`src/rtl/out_tag_arbiter.sv`:
```
// out_tag_arbiter: round-robin arbiter sharing one 10-bit tag channel among ncount matchers via a 2-entry buffer.
// Define OUT_TAG_ARB_SRCID_EN to store the granted source index per slot and expose it on tag_src.
module out_tag_arbiter #(
  parameter int ncount = 8,
  localparam int iw = (ncount > 1) ? $clog2(ncount) : 1
) (
  input  logic                   clock,
  input  logic                   sclr,
  input  logic [ncount-1:0][9:0] dataout,
  input  logic [ncount-1:0]      data_valid,
  output logic [ncount-1:0]      data_ack,
  output logic [9:0]             tag_data,
  output logic                   tag_valid,
  input  logic                   tag_ready
`ifdef OUT_TAG_ARB_SRCID_EN
  ,
  output logic [iw-1:0]          tag_src
`endif
);
  logic [iw-1:0] rr_q, rr_d, g;
  logic [1:0] count_q, count_d;
  logic [9:0] head_q, head_d, tail_q, tail_d;
  logic found, space, push, pop, load_head, load_tail, shift;
  int j;
  always_comb begin
    g = '0;
    found = 1'b0;
    j = 0;
    for (int k = 0; k < ncount; k++) begin
      j = int'(rr_q) + k;
      j = (j >= ncount) ? j - ncount : j;
      if (!found && data_valid[j]) begin
        found = 1'b1;
        g = iw'(j);
      end
    end
  end
  assign pop = tag_valid && tag_ready;
  assign space = (count_q < 2'd2) || pop;
  assign push = found && space && !sclr;
  assign data_ack = push ? (ncount'(1) << g) : '0;
  // slot 0 is always the oldest tag; slot 1 only fills behind it
  assign load_head = push && (count_q == 2'd0 || (pop && count_q == 2'd1));
  assign load_tail = push && ((count_q == 2'd1 && !pop) || (count_q == 2'd2 && pop));
  assign shift = pop && count_q == 2'd2;
  always_comb begin
    rr_d = push ? ((g == iw'(ncount - 1)) ? '0 : g + 1'b1) : rr_q;
    count_d = count_q + {1'b0, push} - {1'b0, pop};
    head_d = load_head ? dataout[g] : shift ? tail_q : head_q;
    tail_d = load_tail ? dataout[g] : tail_q;
  end
  always_ff @(posedge clock) begin
    if (sclr) begin
      rr_q <= '0;
      count_q <= '0;
      head_q <= '0;
      tail_q <= '0;
    end else begin
      rr_q <= rr_d;
      count_q <= count_d;
      head_q <= head_d;
      tail_q <= tail_d;
    end
  end
  assign tag_valid = count_q != 2'd0;
  assign tag_data = head_q;
`ifdef OUT_TAG_ARB_SRCID_EN
  logic [iw-1:0] hsrc_q, hsrc_d, tsrc_q, tsrc_d;
  always_comb begin
    hsrc_d = load_head ? g : shift ? tsrc_q : hsrc_q;
    tsrc_d = load_tail ? g : tsrc_q;
  end
  always_ff @(posedge clock) begin
    if (sclr) begin
      hsrc_q <= '0;
      tsrc_q <= '0;
    end else begin
      hsrc_q <= hsrc_d;
      tsrc_q <= tsrc_d;
    end
  end
  assign tag_src = hsrc_q;
`endif
endmodule

```
`config.mk`:
```
export PLATFORM = sky130hd
export DESIGN_NAME = out_tag_arbiter
export DESIGN_NICKNAME = d
export VERILOG_FILES = /design/src/rtl/out_tag_arbiter.sv
export SDC_FILE = /design/constraint.sdc
export NUM_CORES = 1
export LEC_CHECK = 0
export CORE_MARGIN = 2
export CORE_UTILIZATION = 50
export DETAILED_ROUTE_END_ITERATION = 6
export HOLD_SLACK_MARGIN = 0.08
export PLACE_DENSITY = 0.89
export SKIP_LAST_GASP = 1
export SLEW_MARGIN = 40
export SYNTH_ARGS = -nofsm -noshare
export SYNTH_HDL_FRONTEND = slang
export SYNTH_SLANG_ARGS = --single-unit
```
`constraint.sdc`:
```
create_clock -name clock -period 11.1 [get_ports clock]
set_input_delay 1.665 -clock clock [delete_from_list [all_inputs] [get_ports clock]]
set_output_delay 1.665 -clock clock [all_outputs]
set_load 0.01 [all_outputs]
```
==> impl_metrics.json <==
{
  "globalplace.congestion": 0.970,
  "hold_viol": 0,
  "ys_ff_latch": 25,
  "die_h_um": 83.4,
  "synth.net_count": 441,
  "crit_arrival_ps": 5680,
  "power_density_nw_per_um2": 335,
  "swShare_pct": 49.7,
  "p_clk_share_pct": 3.8,
  "maxClockFrequency_ghz": 0.136,
  "synth_compound_area_share_pct": 22.4,
  "cts-buffers-inserted": 3,
  "die_area_um2": 6950,
  "cp_slowest_stage_delay_ps": 700,
  "path_class": "in -> out",
  "fin_nets": 536,
  "via_count": 3277,
  "syn_inst": 340,
  "status": "completed",
  "hold_class": "reg -> reg",
  "io_buffers": 109,
  "async_flop_share_pct": 0,
  "antenna_left": 0,
  "drt_iter0_markers": 423,
  "tightest_slew_ps": 873,
  "yosysUniqueCellTypes": 60,
  "wirelength_um": 9750,
  "h-tree-depth": 1,
  "core-area_um2": 5990,
  "cts_setup_buffers": 0,
  "cts_buffer_depth": 2,
  "synthFlopType": "dfxtp_1",
  "synth-simple-area-share_pct": 13.2,
  "drive_above_1_share_pct": 11.8,
  "cts_hold_buf": 0,
  "clock_latency_ps": 270,
  "drc": 0,
  "pin_count": 110,
  "syn2layout_area_growth_pct": 35.4,
  "cts_sinks": 25,
  "finalMaxSlewViolations": 0,
  "grt_pass1_vias": 3238,
  "track_usage_pct": 28.0,
  "syn_area_per_cell_um2": 9.26,
  "cts_tree": "built",
  "final.fill_count": 449,
  "finClkSkew_ps": 6.65,
  "viasPerCell": 6.44,
  "root_buffer": "clkbuf_8",
  "fp.dieW_um": 83.4,
  "power_frac_comb_pct": 83.7,
  "synth_top_cell_area_share_pct": 18.4,
  "synth_area_leader_cell": "mux2i_1",
  "vdd.ir_drop.worst_v": 0.000227,
  "drv_cap": 0,
  "seq_area_um2": 500,
  "syn_area_um2": 3150,
  "num_antenna_cells": 0,
  "yosysSeqAreaShare_pct": 15.9,
  "rsz0062_at_grt": "false",
  "end_kind": "primary output",
  "post-route-util_pct": 71.2,
  "p_int_mw": 0.717,
  "synth-xor-area-share_pct": 1.39,
  "crit_path_cell_trace": "clkdlybuf4s50_1 -> mux4_1 -> nor2b_2 -> a22oi_1 -> nor4_2 -> a21oi_2 -> a21oi_4 -> buf_4 -> inv_2 -> ha_1 -> and2_1 -> clkdlybuf4s50_1",
  "fin_crit_sh_pct": 66.1,
  "clkTransAtPathRegs_ps": 90,
  "synthMuxAreaShare_pct": 36.0,
  "synthAdderAreaFrac_pct": 3.97,
  "drt_first_pass_iters": 7,
  "antenna_found_initial": 0,
  "max_slew_margin_pct": 41.6,
  "seq_power_share_pct": 12.5,
  "ys_warn_count": 0,
  "p_leak_nw": 1.57,
  "drt-wirelength-per-cell_um": 19.1,
  "setup_tns_ps": 0,
  "gr-total-overflow": 0,
  "hpwl_um": 7630,
  "synth_edf_count": 0,
  "grt_first_pass_wirelength_um": 16300,
  "synth_top_family_by_area": "multiplexers",
  "yosys-top-cells-area": "mux2i_1 18%, dfxtp_1 16%, mux4_2 10%",
  "power.net_switching_mw": 0.709,
  "rows": 28,
  "worstPathRequired_ps": 9440,
  "cp_max_fo": 45,
  "multiInputGateArea_um2": 2440,
  "period_needed_ps": 7340,
  "crit_slowest_cell": "mux4_1",
  "grt_max_degree": 46,
  "crit_path_frequent_cell": "clkdlybuf4s50_1",
  "finalSetupViolCount": 0,
  "start_util_pct": 52.6,
  "cts_resized": 0,
  "start_kind": "input port"
}
cell usage in the layout (no fill, tap or decap), drive strengths merged, types with 2 or more instances in the layout:
cell | netlist | routed
clkdlybuf4s50 | 0 | 109
mux2i | 59 | 59
dfxtp | 25 | 25
nor2 | 22 | 22
nand2 | 21 | 21
mux4 | 17 | 17
inv | 16 | 16
mux2 | 13 | 13
and2 | 11 | 11
a22oi | 10 | 10
ha | 10 | 10
o21ai | 10 | 10
o211ai | 8 | 8
a21oi | 8 | 8
o22ai | 8 | 8
a211oi | 7 | 7
a221o | 7 | 7
or3 | 7 | 7
nand3 | 5 | 5
nor3 | 4 | 4
o22a | 4 | 4
buf | 19 | 4
clkbuf | 4 | 4
xor2 | 3 | 3
nand2b | 3 | 3
a31oi | 3 | 3
o21a | 3 | 3
a2bb2o | 3 | 3
o2111ai | 3 | 3
nor4 | 3 | 3
nor2b | 3 | 3
xnor2 | 2 | 2
a221oi | 2 | 2
a21boi | 2 | 2
o311ai | 2 | 2
o32ai | 2 | 2
o31ai | 2 | 2
per-layer routing:
| layer | GRT usage (%) | vias to the layer above | part of all wire (%) |
|---|---|---|---|
| met3 | 4.67 | 28 | 8.7 |
| met5 | 0 | - | 0 |
| met1 | 37.9 | 1535 | 41 |
| met4 | 7.75 | 0 | 2.2 |
| met2 | 46.0 | 205 | 49 |
| li1 | - | 1509 | - |
area by class of cell:
cell class / count / share of cell area, %
Tap cell: 75 / 2.20
Inverter: 17 / 1.50
Sequential cell: 25 / 11.7
Clock buffer: 4 / 1.06
Multi-Input combinational cell: 275 / 57.2
Timing Repair Buffer: 113 / 26.3
Yosys cell counts (all sizes together), types with 8 or more instances:
master	n
o211ai	8
ha	10
o22ai	8
inv	16
buf	19
a21oi	8
nor2	22
nand2	21
o21ai	10
mux4	17
a22oi	10
and2	11
mux2	13
dfxtp	25
mux2i	59
stage by stage:
step / total power, mW / setup slack [ps] / hold WS, ps / cells / instance area [um^2]
2_1_floorplan: 1.11 / 5450 / 454 / 340 / 3150
3_3_place_gp: 1.32 / 3840 / 468 / 505 / 4220
3_5_place_dp: 1.35 / 3780 / 475 / 505 / 4220
4_1_cts: 1.41 / 3780 / 490 / 509 / 4260
5_1_grt: 1.54 / 3520 / 504 / 509 / 4260
6_report: 1.43 / 3760 / 495 / 509 / 4260
flip-flops by register name, summed over array words and instances, names as in the netlist:
| name | cells |
|---|---|
| rr_q | 3 |
| count_q | 2 |
| tail_q | 10 |
| tag_data | 10 |
final timing paths:
kind         slack (ps)  cells past startpoint              startpoint                endpoint
max                3760                     12           data_valid[5]             data_ack[3]
min                 490                      2  tail_q[9]$_SDFFE_PP0P_  tail_q[9]$_SDFFE_PP0P_
max reg2reg        6030                     15    rr_q[0]$_SDFFE_PP0P_   count_q[1]$_SDFF_PP0_
min reg2reg         490                      2  tail_q[9]$_SDFFE_PP0P_  tail_q[9]$_SDFFE_PP0P_
logic make-up (layout without fill, tap and decap cells):
| family | count (synthesis) | count (layout) |
|---|---|---|
| XOR/XNOR | 5 | 5 |
| buffers and inverters | 40 | 134 |
| AO/OA/AOI/OAI | 89 | 89 |
| flip-flops | 25 | 25 |
| AND/OR/NAND/NOR | 82 | 82 |
| adder cells (fa/ha/maj) | 10 | 10 |
| multiplexers | 89 | 89 |
worst max-delay path: cells and delay by family:
kind	cells	cell delay (ps)
buffers and inverters	4	1820
multiplexers	1	700
AND/OR/NAND/NOR	3	770
AO/OA/AOI/OAI	3	460
adder cells (fa/ha/maj)	1	260
power by group through the flow:
| stage | sequential [mW] | clock (mW) | combinational [mW] |
|---|---|---|---|
| after floorplan | 0.163 | 0 | 0.945 |
| after global placement | 0.175 | 0 | 1.14 |
| after detailed placement | 0.179 | 0 | 1.18 |
| after CTS | 0.177 | 0.0549 | 1.18 |
| after global routing | 0.184 | 0.0575 | 1.30 |
| final | 0.179 | 0.0541 | 1.19 |
(Power assumes the default switching activity.)
